[src/rtl/bulk_out_txn_ctrl.sv]
// Per-endpoint USB bulk OUT transaction sequencer: handshake choice, DATA0/1 toggle, one-byte-delayed payload path.
// Define BULK_OUT_PING_EN to answer PING tokens and to generate NYET on accepted OUT packets.
module bulk_out_txn_ctrl #(
  parameter int MAX_PACKET = 512,
  parameter int TIMEOUT    = 255
) (
  input  logic       clock,
  input  logic       reset,
  input  logic       tok_out_i,
  input  logic       tok_ping_i,
  input  logic       ep_ready_i,
  input  logic       stall_i,
  input  logic       toggle_clr_i,
  input  logic       rx_pid_stb_i,
  input  logic       rx_pid_data1_i,
  input  logic       rx_tvalid_i,
  output logic       rx_tready_o,
  input  logic [7:0] rx_tdata_i,
  input  logic       rx_eop_i,
  input  logic       rx_crc_err_i,
  output logic       ep_tvalid_o,
  input  logic       ep_tready_i,
  output logic       ep_tlast_o,
  output logic       ep_tuser_o,
  output logic [7:0] ep_tdata_o,
  output logic       hsk_tvalid_o,
  input  logic       hsk_tready_i,
  output logic [3:0] hsk_pid_o,
  output logic       xfer_o,
  output logic       toggle_o
);

  localparam int TMO_W = $clog2(TIMEOUT + 1);
  localparam logic [TMO_W-1:0] TMO_LAST = TMO_W'(TIMEOUT - 1);
  localparam logic [9:0] MAX_CNT = 10'(MAX_PACKET);
  localparam logic [9:0] CNT_SAT = 10'h3ff;

  localparam logic [2:0] ST_IDLE     = 3'd0;
  localparam logic [2:0] ST_WAIT_PID = 3'd1;
  localparam logic [2:0] ST_RECV     = 3'd2;
  localparam logic [2:0] ST_DROP     = 3'd3;
  localparam logic [2:0] ST_DRAIN    = 3'd4;
  localparam logic [2:0] ST_HSK      = 3'd5;

  localparam logic [3:0] PID_ACK   = 4'b0010;
  localparam logic [3:0] PID_NAK   = 4'b1010;
  localparam logic [3:0] PID_STALL = 4'b1110;

  logic [2:0]       state;
  logic             toggle;
  logic             stall_r;
  logic             ready_r;
  logic [TMO_W-1:0] tmo_cnt;
  logic             hold_v;
  logic [7:0]       hold_data;
  logic [9:0]       byte_cnt;
  logic             crc_err_r;
  logic [3:0]       hsk_pid_r;
  logic             xfer_r;

  logic       fits;
  logic       babble;
  logic       pkt_bad;
  logic       rx_accept;
  logic       drain_done;
  logic       flip;
  logic [3:0] good_pid;

  // Bytes past MAX_PACKET are swallowed so the held byte stays the last one delivered.
  assign fits       = byte_cnt < MAX_CNT;
  assign babble     = byte_cnt > MAX_CNT;
  assign pkt_bad    = crc_err_r || babble;
  assign rx_accept  = (state == ST_RECV) && rx_tvalid_i && rx_tready_o;
  assign drain_done = (state == ST_DRAIN) && (!hold_v || ep_tready_i);
  assign flip       = drain_done && !pkt_bad;

`ifdef BULK_OUT_PING_EN
  localparam logic [3:0] PID_NYET = 4'b0110;
  logic [3:0] ping_pid;
  assign good_pid = ep_ready_i ? PID_ACK : PID_NYET;
  assign ping_pid = stall_i ? PID_STALL : (ep_ready_i ? PID_ACK : PID_NAK);
`else
  logic unused_ping;
  assign good_pid    = PID_ACK;
  assign unused_ping = tok_ping_i;
`endif

  always_comb begin
    rx_tready_o = 1'b0;
    ep_tvalid_o = 1'b0;
    ep_tlast_o  = 1'b0;
    ep_tuser_o  = 1'b0;
    case (state)
      ST_IDLE, ST_DROP: rx_tready_o = 1'b1;
      ST_RECV: begin
        rx_tready_o = !fits || !hold_v || ep_tready_i;
        ep_tvalid_o = hold_v && fits && rx_tvalid_i;
      end
      ST_DRAIN: begin
        ep_tvalid_o = hold_v;
        ep_tlast_o  = hold_v;
        ep_tuser_o  = hold_v && pkt_bad;
      end
      default: ;
    endcase
  end

  assign ep_tdata_o   = hold_data;
  assign hsk_tvalid_o = (state == ST_HSK);
  assign hsk_pid_o    = (state == ST_HSK) ? hsk_pid_r : 4'b0000;
  assign xfer_o       = xfer_r;
  assign toggle_o     = toggle;

  always_ff @(posedge clock or posedge reset) begin
    if (reset) begin
      state     <= ST_IDLE;
      toggle    <= 1'b0;
      stall_r   <= 1'b0;
      ready_r   <= 1'b0;
      tmo_cnt   <= '0;
      hold_v    <= 1'b0;
      hold_data <= 8'h00;
      byte_cnt  <= 10'd0;
      crc_err_r <= 1'b0;
      hsk_pid_r <= 4'b0000;
      xfer_r    <= 1'b0;
    end else begin
      xfer_r <= 1'b0;
      // A clear request beats a same-cycle flip.
      if (toggle_clr_i) begin
        toggle <= 1'b0;
      end else if (flip) begin
        toggle <= ~toggle;
      end

      case (state)
        ST_IDLE: begin
          if (tok_out_i) begin
            stall_r   <= stall_i;
            ready_r   <= ep_ready_i;
            tmo_cnt   <= '0;
            hold_v    <= 1'b0;
            byte_cnt  <= 10'd0;
            crc_err_r <= 1'b0;
            state     <= ST_WAIT_PID;
          end
`ifdef BULK_OUT_PING_EN
          else if (tok_ping_i) begin
            hsk_pid_r <= ping_pid;
            state     <= ST_HSK;
          end
`endif
        end
        ST_WAIT_PID: begin
          if (rx_pid_stb_i) begin
            hsk_pid_r <= PID_ACK;
            if (stall_r) begin
              hsk_pid_r <= PID_STALL;
              state     <= ST_DROP;
            end else if (!ready_r) begin
              hsk_pid_r <= PID_NAK;
              state     <= ST_DROP;
            end else if (rx_pid_data1_i != toggle) begin
              state <= ST_DROP;
            end else begin
              state <= ST_RECV;
            end
          end else if (tmo_cnt == TMO_LAST) begin
            state <= ST_IDLE;
          end else begin
            tmo_cnt <= tmo_cnt + 1'b1;
          end
        end
        ST_RECV: begin
          if (rx_accept) begin
            byte_cnt <= (byte_cnt == CNT_SAT) ? byte_cnt : byte_cnt + 10'd1;
            if (fits) begin
              hold_data <= rx_tdata_i;
              hold_v    <= 1'b1;
            end
          end
          if (rx_eop_i) begin
            crc_err_r <= rx_crc_err_i;
            state     <= ST_DRAIN;
          end
        end
        ST_DROP: begin
          if (rx_eop_i) begin
            state <= rx_crc_err_i ? ST_IDLE : ST_HSK;
          end
        end
        ST_DRAIN: begin
          if (drain_done) begin
            hold_v <= 1'b0;
            if (pkt_bad) begin
              state <= ST_IDLE;
            end else begin
              hsk_pid_r <= good_pid;
              xfer_r    <= 1'b1;
              state     <= ST_HSK;
            end
          end
        end
        ST_HSK: begin
          if (hsk_tready_i) begin
            state <= ST_IDLE;
          end
        end
        default: state <= ST_IDLE;
      endcase
    end
  end

endmodule

[config.mk]
export PLATFORM = sky130hd
export DESIGN_NAME = bulk_out_txn_ctrl
export DESIGN_NICKNAME = d
export VERILOG_FILES = /design/src/rtl/bulk_out_txn_ctrl.sv
export SDC_FILE = /design/constraint.sdc
export NUM_CORES = 1
export LEC_CHECK = 0
export CORE_AREA = 2 2 89 91
export CTS_CLUSTER_SIZE = 8
export DETAILED_ROUTE_END_ITERATION = 8
export DIE_AREA = 0 0 91 93
export REMOVE_ABC_BUFFERS = 1
export SLEW_MARGIN = 20
export SYNTH_ARGS = -nofsm -noshare
export SYNTH_HDL_FRONTEND = slang
export SYNTH_SLANG_ARGS = --single-unit
[constraint.sdc]
create_clock -name clock -period 2.14 [get_ports clock]
set_input_delay 0.535 -clock clock [delete_from_list [all_inputs] [get_ports clock]]
set_output_delay 0.535 -clock clock [all_outputs]
set_load 0.01 [all_outputs]
**After elaboration in Yosys (flattened, before gate mapping)**

Cells that the tools add are included.
W data, S select, Z words.

- Word-level logic and storage cells: 110
- Output and inout port bits: 19
- Bits in registers: 39

- Muxes and demuxes: 44
- Bitwise logic cells: 1
- Reductions and logical operators: 29
- Add/sub/neg operators: 2
- Equal/unequal tests: 21
- $lt $le $gt $ge: 2

Operators by type and width:

| operator | number |
|---|---|
| $mux W10 | 3 |
| $mux W3 | 9 |
| $mux W4 | 6 |
| $mux W8 | 3 |
| $ne A2 B2 Y1 const B | 11 |
| $pmux W10 S2 | 1 |
| $pmux W3 S6 | 1 |
| $pmux W8 S2 | 1 |
| $mux W1 | 15 |
| $reduce_and A4 Y1 | 3 |
| $add A10 B1 Y10 const B | 1 |
| $eq A10 B10 Y1 const B | 1 |
| $gt A10 B10 Y1 const B | 1 |
| $lt A10 B10 Y1 const B | 1 |
| $add A8 B1 Y8 const B | 1 |
| $eq A8 B8 Y1 const B | 1 |
| $pmux W4 S2 | 1 |
| $reduce_bool A2 Y1 | 4 |
| $logic_and A1 B1 Y1 | 7 |
| $eq A3 B2 Y1 const B | 2 |
| $eq A3 B3 Y1 const B | 2 |
| $pmux W1 S2 | 3 |
| $reduce_and A3 Y1 | 2 |
| $reduce_and A6 Y1 | 1 |
| other kinds (13) | 18 |

**Longest topological paths before layout**

- Depth in word-level cells: 8
- Gate-level depth with buffers: 7
- Depth with buffers taken out: 6

**Worst setup path before layout**

OpenSTA, ideal clock, no wires.

- Kind: reg2out
- Start: register state[0]
- End: output ep_tuser_o
- Slack: 0.163 ns
- Arrival time: 1.442 ns
- Cell stages (with the launch flop): 5
- Cell sequence: dfrtp_1 -> buf_4 -> or3b_1 -> nor2_1 -> o21a_1

- Word-level cells in the longest chain between the ends: 2

RTL lines:

| item | line | RTL |
|---|---|---|
| start: declaration | 49 | `logic [2:0] state;` |
| start signal: assignment | 189 | `state <= rx_crc_err_i ? ST_IDLE : ST_HSK;` |
| $eq A3 B3 Y1 | 93 | `case (state)` |
| $mux W1 | 93 |  |
| end: declaration | 24 | `output logic ep_tuser_o,` |

Every way passes these cells.

**Worst setup path in the final report**

- Start: register byte_cnt[1]
- End: output ep_tuser_o

- Word-level cells in the longest chain between the ends: 4

RTL lines:

| item | line | RTL |
|---|---|---|
| start: declaration | 56 | `logic [9:0] byte_cnt;` |
| start signal: assignment | 176 | `byte_cnt <= (byte_cnt == CNT_SAT) ? byte_cnt : byte_cnt + 10'd1;` |
| $gt A10 B10 Y1 | 71 | `assign babble = byte_cnt > MAX_CNT;` |
| $logic_or A1 B1 Y1 | 72 | `assign pkt_bad = crc_err_r \|\| babble;` |
| $logic_and A1 B1 Y1 | 102 | `ep_tuser_o = hold_v && pkt_bad;` |
| $mux W1 | 93 |  |

Every way passes these cells.

==> results by group <==
Run status
  – Outcome: finished with violations
  – Violations in the final reports: negative setup slack

Timing
  – Unrepaired setup endpoints after global routing: yes
  – Setup-failing EPs final: 2
  – Hold Vio Cnt, Final: 0
  – Final-report max-slew violation count: 0
  – Worst-margin pin slew: roughly 720 ps
  – Least setup slack across all paths after layout: -264 ps
  – Clock skew after layout: between 9 and 10 ps
  – Final hold slack: 474 ps
  – Worst rel slew slack: between 50% and 60%
  – Period utilisation layout: 112%
  – Final period demand of the worst path: 2400 ps
  – Fmax achieved: approximately 0.42 GHz

Power and ir drop
  – Worst VDD drop: about 0.47 mV
  – Leakage: roughly 1.4 nW
  – Total power of the final layout: around 3.1 mW
  – Pwr/cell area: just over 1000 nW/um^2

Drt
  – Number of vias in the routed layout: 1931
  – DRC Markers: 0
  – Detailed-router iteration count before antenna repair: 5
  – Post-DR vias/cell: ~5
  – Wire per inst: 13.3 um
  – Starting DRC count in detailed routing: roughly 120
  – Routed Antenna Nets: 0
  – Routed wire length: between 5 and 6 mm

Synth
  – Leading register cell type out of synthesis: dfrtp_1
  – Post-synthesis adder-cell area fraction: around 2.3%
  – Synth warn: 0
  – Average instance area after synthesis: between 10 and 15 sq um
  – Synth Area in Simple Gates: between 20% and 30%
  – Seq/Total Area, Yosys: 43.8%
  – Post-synthesis mux area share: under 10%
  – Number of flops mapped to enable cells by yosys: 0
  – Cell area after synthesis: 2170 sq um
  – Xor-xnor portion of the synthesized cell area: less than 1%
  – Gate Count Post-Synth: approximately 210
  – Post-synthesis sequential element count: 38
  – Post-synthesis cell type count: between 50 and 60
  – Async SR Flop Fraction: between 90% and 100%
  – Compound-cell area share of the yosys netlist: 15.2%
  – Combinational family with the most area after synthesis: simple AND/OR/NAND/NOR gates

Layout
  – Sequential cell area: between 900 and 1000 sq um
  – Most used cells in the layout excluding fill and tap cells: buf_4 (42), dfrtp_1 (38), clkdlybuf4s50_1 (29)
  – Layout area overhead: 42.4%
  – # fillers: about 770
  – Share of post-route cells with drive strength above 1: 28.1%
  – Share of the core filled with cells in the final layout: 41.0%
  – Area occupied by multi-input gates: ~1200 sq um
  – Number of nets in the layout: between 300 and 400
  – Number of diodes: 0
  – Most common cell after layout, fill and taps aside: buf_4

Floorplan
  – Starting utilization of the core area: between 20 and 30%
  – Full die area: approximately 8500 sq um
  – Vertical extent of the die: approximately 93 um
  – Width of the die: 91 um
  – Core area: around 7500 sq um
  – Number of placement rows: 32
  – Number of top-level pins: 41

Worst setup path
  – Kind of capture point of the worst setup path: primary output
  – Worst Setup Path Type: flop to primary output
  – Critical Path Slowest Stage Cell: or4b_4
  – Crit Path Max Fanout: 2
  – WP data arrival: around 1900 ps
  – Startpoint class of the critical path: flop
  – Cell with the most instances on the worst path: o21a_1
  – Max stage delay on crit path: between 400 and 500 ps
  – Required arrival time at the worst endpoint: roughly 1600 ps
  – Series of cell instances along the critical path: inv_2 -> ha_4 -> or4b_4 -> o21a_1 -> o21a_1 -> buf_2

Job
  – Count of max-cap constraint violations: 0

Global routing
  – Wire length of the first global-routing pass: 8.98 mm
  – Total gr overflow: 0
  – Largest net degree at the start of global routing: 39
  – Vias in the first global route: 1968
  – Overall fraction of global-route tracks in use: 12.9%
  – Antenna violations before repair: 0

Clocking
  – Maximum level of the CTS H-tree: 2
  – Clock latency of the later-clocked register in the worst-skew pair: between 200 and 300 ps
  – Number of buffers created by CTS: 5
  – CTS tree: done
  – Clock input transition at the sequential cells of the worst setup and hold paths: ~80 ps
  – CTS max path bufs: 2
  – Num Clock Sinks: 38
  – Cell chosen for the clock root: clkbuf_8

Placed design
  – Routability-driven placement congestion ratio: ~0.85
  – Post-Place Setup Slack: -489 ps
  – DP HPWL: just under 4 mm
  – Number of input and output port buffers inserted: 38

Hold path
  – Min-delay worst type: flop to flop
[power by group]
part | switching [mW] | total (mW) | leakage, nW | internal [mW]
logic | 0.690 | 1.57 | 0.829 | 0.878
clock network | 0.255 | 0.515 | 0.0482 | 0.260
registers | 0.140 | 1.05 | 0.496 | 0.911
total | 1.08 | 3.13 | 1.37 | 2.05
[cells by family after synthesis]
kind of cell	count (synthesis)
and+or+nand+nor	87
AOI/OAI and AO/OA	48
DFF	38
buffers and inverters	21
muxes	14
adders and majority gates	4
other	1
xor gates and xnor gates	1
[per-layer routing]
| layer | wire length (um) | share of wire, % | vias up | global-route usage (%) |
|---|---|---|---|---|
| met2 | 2510 | 48 | 41 | 22.2 |
| met1 | 2550 | 48 | 939 | 16.7 |
| li1 | - | - | 951 | - |
| met3 | 209 | 4.0 | 0 | 2.98 |
| met4 | 0 | 0 | 0 | 2.53 |
| met5 | 0 | 0 | - | 0 |
[synthesized netlist by cell type, drive strengths merged (4+ instances only)]
master / count / area share [%]
a21oi: 15 / 3.5
and3: 6 / 1.7
buf: 6 / 1.9
clkbuf: 4 / 0.69
dfrtp: 38 / 44
ha: 4 / 2.3
inv: 11 / 1.9
mux2: 9 / 6.1
mux2i: 5 / 2.3
nand2: 18 / 3.1
nand2b: 5 / 1.4
nand3: 11 / 2.5
nor2: 8 / 1.4
o21ai: 6 / 1.4
o31ai: 9 / 3.1
or3: 4 / 1.2
or3b: 4 / 1.6
or4: 9 / 3.1
[final timing paths]
check,from,to,slack [ps],depth (start not counted)
max in group asynchronous,reset,tmo_cnt[2]$_DFFE_PP0P_,1110,3
worst min-delay path,hsk_pid_r[1]$_DFFE_PP0P_,hsk_pid_r[1]$_DFFE_PP0P_,470,1
worst max-delay path,byte_cnt[1]$_DFFE_PP0P_,ep_tuser_o,-260,6
worst max register to register,byte_cnt[1]$_DFFE_PP0P_,toggle_o$_DFFE_PP0P_,-20,8
min in group asynchronous,reset,byte_cnt[7]$_DFFE_PP0P_,670,3
worst min register to register,hsk_pid_r[1]$_DFFE_PP0P_,hsk_pid_r[1]$_DFFE_PP0P_,470,1
[area by class of cell]
type                    instances  area share, %
well taps                     102           4.13
repair buffers                 83           22.8
inverters                      11           1.34
clock inverters                 1          0.162
clock buffers                   7           2.79
flip-flops and latches         38           30.8
multi-input cells             155           38.0
[worst max-delay path, delay by kind of cell (launching register included)]
kind	cells	cell delay [ps]
simple gates	1	460
compound gates	2	390
flops	1	390
buf+inv	2	220
fa+ha+maj	1	120
[stage by stage]
| step | std cells | area, sq um | TNS [ps] |
|---|---|---|---|
| after floorplan | 204 | 2110 | 0 |
| after global placement | 384 | 2920 | -4300 |
| after detailed placement | 384 | 2920 | -4820 |
| after CTS | 394 | 3040 | -257 |
| after global routing | 397 | 3090 | -410 |
| final | 397 | 3090 | -280 |
[state kept, by name, indices dropped and copies added (netlist names)]
register,flops
xfer_o,1
byte_cnt,10
crc_err_r,1
tmo_cnt,8
hold_v,1
hsk_pid_r,3
state,3
toggle_o,1
ready_r,1
stall_r,1
ep_tdata_o,8
[repair_timing]
item,4_1_cts,5_1_grt
pin swaps,3,4
endpoints found under the setup margin,18,7
hold buffers,0,0
resized for setup,27,12
buffers inserted,2,3
cloned,0,0
Note: power is estimated with default switching activity, not from simulation.
